--- config.mk ---
export PLATFORM = sky130hd
export DESIGN_NAME = csla_pipe_adder
export DESIGN_NICKNAME = d
export VERILOG_FILES = /design/src/rtl/csla_pkg.sv /design/src/rtl/csla_pipe_adder_cla_segment.sv /design/src/rtl/csla_pipe_adder.sv
export SDC_FILE = /design/constraint.sdc
export NUM_CORES = 1
export LEC_CHECK = 0
export ABC_AREA = 1
export CAP_MARGIN = 5
export CORE_MARGIN = 1.5
export CORE_UTILIZATION = 50
export DETAILED_ROUTE_END_ITERATION = 8
export HOLD_SLACK_MARGIN = 0.12
export PLACE_DENSITY_LB_ADDON = 0.1
export SKIP_LAST_GASP = 1
export SLEW_MARGIN = 10
export SYNTH_ARGS = -nofsm -noshare
export SYNTH_HDL_FRONTEND = slang
export SYNTH_SLANG_ARGS = --single-unit
--- constraint.sdc ---
create_clock -name clk -period 3.3 [get_ports clk]
set_input_delay 0.495 -clock clk [delete_from_list [all_inputs] [get_ports clk]]
set_output_delay 0.495 -clock clk [all_outputs]
set_load 0.02 [all_outputs]
--- src/rtl/csla_pkg.sv ---
// Shared constants, types and helpers for the pipelined carry-select adder.
package csla_pkg;

  // Default datapath geometry: 16-bit operands split into 4-bit segments.
  localparam int DEF_WIDTH = 16;
  localparam int DEF_SEG   = 4;
  localparam int NSEG      = DEF_WIDTH / DEF_SEG;

  // Stage-1 storage for one segment at the default geometry: the result
  // precomputed for carry-in 0 and for carry-in 1.
  typedef struct packed {
    logic [DEF_SEG-1:0] sum0;
    logic [DEF_SEG-1:0] sum1;
    logic               c0;
    logic               c1;
  } seg_res_t;

  // Number of segments for an arbitrary geometry.
  function automatic int seg_count(input int width, input int seg);
    return width / seg;
  endfunction

endpackage

--- src/rtl/csla_pipe_adder_cla_segment.sv ---
// One SEG-bit carry-lookahead segment: generate/propagate with a rippled
// lookahead recurrence, purely combinational.
module cla_segment
  import csla_pkg::*;
#(
  parameter int SEG = DEF_SEG
) (
  input  logic [SEG-1:0] a,
  input  logic [SEG-1:0] b,
  input  logic           cin,
  output logic [SEG-1:0] sum,
  output logic           cout
);

  logic [SEG-1:0] p;
  logic [SEG-1:0] g;
  logic [SEG:0]   c;

  // Lookahead recurrence C(i+1) = G(i) | P(i) & C(i), then S = P ^ C.
  always_comb begin
    p    = a ^ b;
    g    = a & b;
    c    = '0;
    c[0] = cin;
    for (int i = 0; i < SEG; i++) begin
      c[i+1] = g[i] | (p[i] & c[i]);
    end
    sum  = p ^ c[SEG-1:0];
    cout = c[SEG];
  end

endmodule

--- src/rtl/csla_pipe_adder.sv ---
// Two-stage pipelined carry-select adder/subtractor with valid/ready flow
// control. Stage 1 precomputes every segment for both carry-in values;
// stage 2 resolves the carry chain and registers sum, cout and ovf.
module csla_pipe_adder
  import csla_pkg::*;
#(
  parameter int WIDTH = DEF_WIDTH,
  parameter int SEG   = DEF_SEG
) (
  input  logic             clk,
  input  logic             rst,
  input  logic             in_valid,
  output logic             in_ready,
  input  logic [WIDTH-1:0] a,
  input  logic [WIDTH-1:0] b,
  input  logic             cin,
  input  logic             sub,
  output logic             out_valid,
  input  logic             out_ready,
  output logic [WIDTH-1:0] sum,
  output logic             cout,
  output logic             ovf
);

  localparam int NS = seg_count(WIDTH, SEG);

  if ((SEG < 1) || (SEG > WIDTH) || ((WIDTH % SEG) != 0)) begin : g_param_check
    $error("csla_pipe_adder: WIDTH must be a positive integer multiple of SEG");
  end

  typedef struct packed {
    logic [SEG-1:0] sum0;
    logic [SEG-1:0] sum1;
    logic           c0;
    logic           c1;
  } seg_slot_t;

  // Operand preparation
  logic [WIDTH-1:0] b_eff;
  logic             c_eff;

  assign b_eff = sub ? ~b : b;
  assign c_eff = sub ? 1'b1 : cin;

  // Stage-1 combinational segment results
  logic [NS-1:0][SEG-1:0] seg_sum0;
  logic [NS-1:0][SEG-1:0] seg_sum1;
  logic [NS-1:0]          seg_c0;
  logic [NS-1:0]          seg_c1;

  for (genvar k = 0; k < NS; k++) begin : g_seg
    if (k == 0) begin : g_low
      // The real carry-in is known up front, so only one evaluation is needed.
      // The carry-in-1 slot is tied off and never selected in stage 2.
      cla_segment #(.SEG(SEG)) u_cla (
        .a    (a[SEG-1:0]),
        .b    (b_eff[SEG-1:0]),
        .cin  (c_eff),
        .sum  (seg_sum0[k]),
        .cout (seg_c0[k])
      );
      assign seg_sum1[k] = '0;
      assign seg_c1[k]   = 1'b0;
    end else begin : g_high
      cla_segment #(.SEG(SEG)) u_cla0 (
        .a    (a[k*SEG +: SEG]),
        .b    (b_eff[k*SEG +: SEG]),
        .cin  (1'b0),
        .sum  (seg_sum0[k]),
        .cout (seg_c0[k])
      );
      cla_segment #(.SEG(SEG)) u_cla1 (
        .a    (a[k*SEG +: SEG]),
        .b    (b_eff[k*SEG +: SEG]),
        .cin  (1'b1),
        .sum  (seg_sum1[k]),
        .cout (seg_c1[k])
      );
    end
  end

  seg_slot_t [NS-1:0] slot_d;
  seg_slot_t [NS-1:0] slot_q;

  // Pack the per-segment results into stage-1 storage format.
  always_comb begin
    slot_d = '0;
    for (int k = 0; k < NS; k++) begin
      slot_d[k].sum0 = seg_sum0[k];
      slot_d[k].sum1 = seg_sum1[k];
      slot_d[k].c0   = seg_c0[k];
      slot_d[k].c1   = seg_c1[k];
    end
  end

  // Flow control
  logic v1_q;
  logic a_msb_q;
  logic b_msb_q;
  logic out_valid_q;
  logic [WIDTH-1:0] sum_q;
  logic cout_q;
  logic ovf_q;
  logic adv1;
  logic adv2;
  logic accept;

  assign adv2     = !out_valid_q || out_ready;
  assign adv1     = !v1_q || adv2;
  assign accept   = in_valid && adv1;
  assign in_ready = adv1;

  // Stage 1: capture precomputed segment results and sign bits on accept.
  always_ff @(posedge clk) begin
    if (rst) begin
      v1_q    <= 1'b0;
      slot_q  <= '0;
      a_msb_q <= 1'b0;
      b_msb_q <= 1'b0;
    end else begin
      if (adv1) begin
        v1_q <= in_valid;
      end
      if (accept) begin
        slot_q  <= slot_d;
        a_msb_q <= a[WIDTH-1];
        b_msb_q <= b_eff[WIDTH-1];
      end
    end
  end

  // Stage 2 combinational carry select
  logic [WIDTH-1:0] sum_d;
  logic             cout_d;
  logic             ovf_d;
  logic             carry;

  // Walk the chain from segment 0 upward. Segment 0 already absorbed the real
  // carry-in, so the chain starts with carry 0 and picks its sum0/c0 slot.
  always_comb begin
    sum_d = '0;
    carry = 1'b0;
    for (int k = 0; k < NS; k++) begin
      if (carry) begin
        sum_d[k*SEG +: SEG] = slot_q[k].sum1;
        carry               = slot_q[k].c1;
      end else begin
        sum_d[k*SEG +: SEG] = slot_q[k].sum0;
        carry               = slot_q[k].c0;
      end
    end
    cout_d = carry;
    ovf_d  = (a_msb_q == b_msb_q) && (sum_d[WIDTH-1] != a_msb_q);
  end

  // Stage 2: register the resolved result when the output slot can advance.
  always_ff @(posedge clk) begin
    if (rst) begin
      out_valid_q <= 1'b0;
      sum_q       <= '0;
      cout_q      <= 1'b0;
      ovf_q       <= 1'b0;
    end else begin
      if (adv2) begin
        out_valid_q <= v1_q;
      end
      if (adv2 && v1_q) begin
        sum_q  <= sum_d;
        cout_q <= cout_d;
        ovf_q  <= ovf_d;
      end
    end
  end

  assign out_valid = out_valid_q;
  assign sum       = sum_q;
  assign cout      = cout_q;
  assign ovf       = ovf_q;

endmodule

# Word-level counts from Yosys, hierarchy flattened
# Cells that the tools add are included.
# Widths: inputs -> output; s select.
# op_classes
n_eq_ne	2
n_mux	8
bitwise	63
n_reduce_logical	7
# ops
cell	n
$xor 4x4->4	11
$or 1x1->1	25
$and 1x1->1	22
$and 4x4->4	4
$mux 16	1
$not 16->16	1
$mux 4	3
$mux 1	4
$logic_and 1x1->1	3
$logic_not 1->1	2
$logic_or 1x1->1	2
$eq 1x1->1	1
$ne 1x1->1	1
# word_totals
register_bits	57
output_inout_bits	20
elab_cells	101

# Logic depth before layout (Yosys ltp)
# Gate-level depths: netlist of the first run.
# logic_depth
ltp_word	11
ltp_mapped	11

# Cells and area by module
# Synthesis of the first run repeated with hierarchy kept, for this count alone.
# unflattened
hier_cells	409
area_unflattened_um2	3193.1
# by_module_without_submodules
mod	n_inst	cells_per_inst	area_per_inst_um2
csla_pipe_adder	1	311	2369.8
cla_segment	7	14	117.6

# Least setup slack after synthesis of the first run
# Ideal clock, no wire load.
# synth_path
kind	input to register
startpoint	in sub
endpoint	reg slot_q[9] in the netlist's numbering
arrival_ns	2.916
required_time_ns	3.184
path_slack_ns	0.268
path_stages	10
path_buffers	2
path_cell_list	buf_2 > buf_2 > xnor2_1 > fa_1 > fa_1 > fa_1 > inv_1 > fa_1 > o21ai_0 > nor2_1
# synth_via
elab_chain_len	9
word_cells_on_any_way	11
classes_between	mux (2); bitwise (9)
# synth_rtl
element	line_no	text
start: declaration	csla_pipe_adder.sv:17	input logic sub,
$mux 16	csla_pipe_adder.sv:42	assign b_eff = sub ? ~b : b;
$xor 4x4->4	csla_pipe_adder_cla_segment.sv:21	p = a ^ b;
$and 1x1->1	csla_pipe_adder_cla_segment.sv:26	c[i+1] = g[i] | (p[i] & c[i]);
$or 1x1->1	csla_pipe_adder_cla_segment.sv:26	
$and 1x1->1	csla_pipe_adder_cla_segment.sv:26	
$or 1x1->1	csla_pipe_adder_cla_segment.sv:26	
$and 1x1->1	csla_pipe_adder_cla_segment.sv:26	
$or 1x1->1	csla_pipe_adder_cla_segment.sv:26	
$xor 4x4->4 (*)	csla_pipe_adder_cla_segment.sv:28	sum = p ^ c[SEG-1:0];
via g_seg[0].g_low.u_cla.sum[3]	csla_pipe_adder_cla_segment.sv:11	output logic [SEG-1:0] sum,
end signal: assignment	csla_pipe_adder.sv:125	slot_q <= slot_d;
end: declaration	csla_pipe_adder.sv:83	seg_slot_t [NS-1:0] slot_q;
# Mark *: on every way through the listed nets, which the timed path passes. The rest lies on a longest branch.
# A chain may end at the register's enable or synchronous reset.

# Worst setup path in the final report of the first run
# layout_path
startpoint	in sub
endpoint	reg slot_q[29] in the netlist's numbering
# layout_via
elab_chain_len	7
word_cells_on_any_way	8
classes_between	mux (1); bitwise (7)
# layout_rtl
element	line_no
$mux 16 (*)	csla_pipe_adder.sv:42
$xor 4x4->4 / $and 4x4->4 (equally long branches)	csla_pipe_adder_cla_segment.sv:21, csla_pipe_adder_cla_segment.sv:22
$and 1x1->1	csla_pipe_adder_cla_segment.sv:26
$or 1x1->1	csla_pipe_adder_cla_segment.sv:26
$and 1x1->1	csla_pipe_adder_cla_segment.sv:26
$or 1x1->1	csla_pipe_adder_cla_segment.sv:26
$xor 4x4->4 (*)	csla_pipe_adder_cla_segment.sv:28
via g_seg[2].g_high.u_cla0.sum[3]	csla_pipe_adder_cla_segment.sv:11
# Marks and branches as above.

==> reports/metrics.cfg, run 1 <==
[job]
maxCapViolations=0

[floorplanning]
core-area_sq_mm=0.005574
initial_core_util_pct=52.64
die_h_um=79.61
die_area_sq_mm=0.006337
ios=58
rows=27
die_w_um=79.61

[route]
totalWireLength_mm=5.832
vias_per_cell=4.890
antenna_left=0
drt_pass1_iterations=4
num_vias=2352
drt-wirelength-per-cell_um=12.12
post-route-drc-count=0
drtIter0Drc=123

[pwr]
power_frac_clock_pct=35.1
p_leak_nw=1.626
p_comb_share_pct=21.4
irDropWorstVdd_v=0.0002397
intPower_mw=1.314
swShare_pct=27.42
switching_power_uw=496.6
p_seq_share_pct=43.5
power.total_mw=1.811
p_per_area_mw_per_mm2=482.8

[placed_design]
portBuffers=57
routabilityCongestion=0.7349
hpwl_mm=4.326

[clocking]
cts-htree-levels=3
cts_buffers=9
cts_tree=done
cts_sinks=57
holdBufCountCts=0
clk_latency_ns=0.33
root_buffer=clkbuf_8
cts.path.max_buffers=2
cts.repair.resized=0
post-cts-setup-buffers=0
clk_pin_slew_ns=0.06

[timing]
fmax_ghz=0.3422
hold_violations=0
fin_crit_sh_pct=88.55
worst_slew_pin_slew_ns=0.7132
drv_slew=0
fin_crit_ns=2.922
finalSetupTns_ns=0
slew_headroom_pct=52.40
fin_skew_ns=0.004670
setup_viol=0
rsz0062_at_grt=no

[critical_path]
crit_fanout=6
path_class=input port to flip-flop
reg2reg_from=out_valid
r2r_slack_ns=1.59
r2r_cells=6
arrival_ns=3.14
crit_required_ns=3.51
crit_start=sub
reg2reg_to=sum[5]
startpoint_type=input port
endpoint=slot_q[29]
end_kind=flip-flop

[yosys]
netlist_instances=347
synthesis.area_sq_mm=0.002934
syn_avg_cell_area_sq_um=8.456
ys_ff_latch=57
yosys.cell_types.count=21
syn_nets=413
yosysWarnings=0
ys_seq_area_share_pct=38.89

[cells_and_area]
drive_gt1_share_pct=7.335
syn_to_final_growth_pct=27.85
fin_util_pct=67.30
antennaDiodeCount=0
fin_nets=471

[grt]
antenna_found_initial=0
grt_pass1_wl_mm=9.853
gr-total-overflow=0
grt_util_all_layers_pct=20.30
grt_max_degree=43
grt_pass1_vias=2151

[min_path]
hold_start=slot_q[32]
holdCritPathClass=flip-flop to flip-flop
hold_path_depth=2

[run_status]
outcome=finished, final reports clean

worst min-delay path by stage:
stage,end,slack [ns]
global placement,slot_q[12],0.45
global route,slot_q[22],0.49
CTS,slot_q[32],0.47
floorplan,slot_q[12],0.44
finish,slot_q[32],0.47
detailed placement,slot_q[32],0.46
area by class of cell:
class	count	area (sq um)
clock inverter	3	40.04
tap	72	90.09
clock buffer	12	155.1
sequential	57	1141
inverter	51	191.4
timing repair buffer	64	623.1
fill	483	1823
multi-input combinational	222	1510
cells in the final DEF (no fill, tap or decap), drive strengths merged:
| cell | synthesis | final |
|---|---|---|
| xnor2 | 12 | 12 |
| clkinv | 0 | 2 |
| o211ai | 9 | 9 |
| fa | 22 | 22 |
| dfxtp | 57 | 57 |
| a21oi | 27 | 27 |
| o21ai | 42 | 42 |
| nor2 | 36 | 36 |
| a31oi | 4 | 4 |
| clkdlybuf4s50 | 0 | 57 |
| buf | 10 | 7 |
| bufinv | 0 | 1 |
| xor2 | 4 | 4 |
| ha | 6 | 6 |
| inv | 51 | 51 |
| nand2 | 41 | 41 |
| nand3 | 19 | 19 |
| clkbuf | 7 | 12 |
routing by layer:
metal  global-route usage (%)  up-vias  routed length [um]
met4                    8.421        0                  94
li1                         -     1218                   -
met3                    3.543        8                 242
met5                        0        -                   0
met2                    30.34       62                2645
met1                    28.93     1064                2849
state kept, by name, indices dropped and copies added (netlist names):
name / count
slot_q: 35
sum: 16
a_msb_q: 1
b_msb_q: 1
cout: 1
out_valid: 1
ovf: 1
v1_q: 1
cells in the mapped netlist (all sizes together):
master	count	area share [%]
o211ai	9	2.3
ha	6	2.6
nor2	36	4.6
fa	22	15
o21ai	42	7.2
clkbuf	7	1.2
a21oi	27	4.6
buf	10	1.9
xnor2	12	3.6
nand3	19	3.8
a31oi	4	0.85
dfxtp	57	39
inv	51	6.5
nand2	41	5.8
xor2	4	1.2
power by group through the flow:
stage	logic (mW)	clock network, mW	registers, mW
5_1_grt	0.445	0.677	0.794
6_report	0.388	0.636	0.788
3_3_place_gp	0.381	0	0.800
3_5_place_dp	0.391	0	0.801
4_1_cts	0.392	0.649	0.787
2_1_floorplan	0.230	0	0.815
per-stage QoR:
step                      cell area (sq um)  instances  worst slack [ns]  hold WS (ns)
final                                  3751        481            0.3777        0.4693
after CTS                              3751        481            0.3487        0.4681
after global placement                 3556        466           0.06241        0.4525
after detailed placement               3556        466          0.005701        0.4585
after floorplan                        2934        347            0.2684        0.4384
after global routing                   3751        481            0.1938        0.4911
kinds of logic (layout without fill, tap and decap cells):
group	after synthesis	count (layout)	share of synthesized area, %
simple gates	96	96	14.20
compound gates	82	82	14.93
buf+inv	68	130	9.637
flops	57	57	38.89
fa+ha+maj	28	28	17.57
xor+xnor	16	16	4.776
critical path, cell delays in order:
cell             delay (ns)
clkdlybuf4s50_1        0.57
buf_4                  0.21
xnor2_1                0.11
inv_1                  0.06
ha_1                   0.13
inv_1                  0.05
fa_1                   0.41
fa_1                   0.39
inv_1                  0.08
fa_1                   0.40
o21ai_0                0.18
nor2_1                 0.05
No activity file was read; power rests on OpenSTA's default activity.
==> run 2: changes to the inputs <==
SLEW_MARGIN = 20   (was 10)
==> results of run 2 <==
No change in the layout: final DEF, timing and power equal those of run 1.
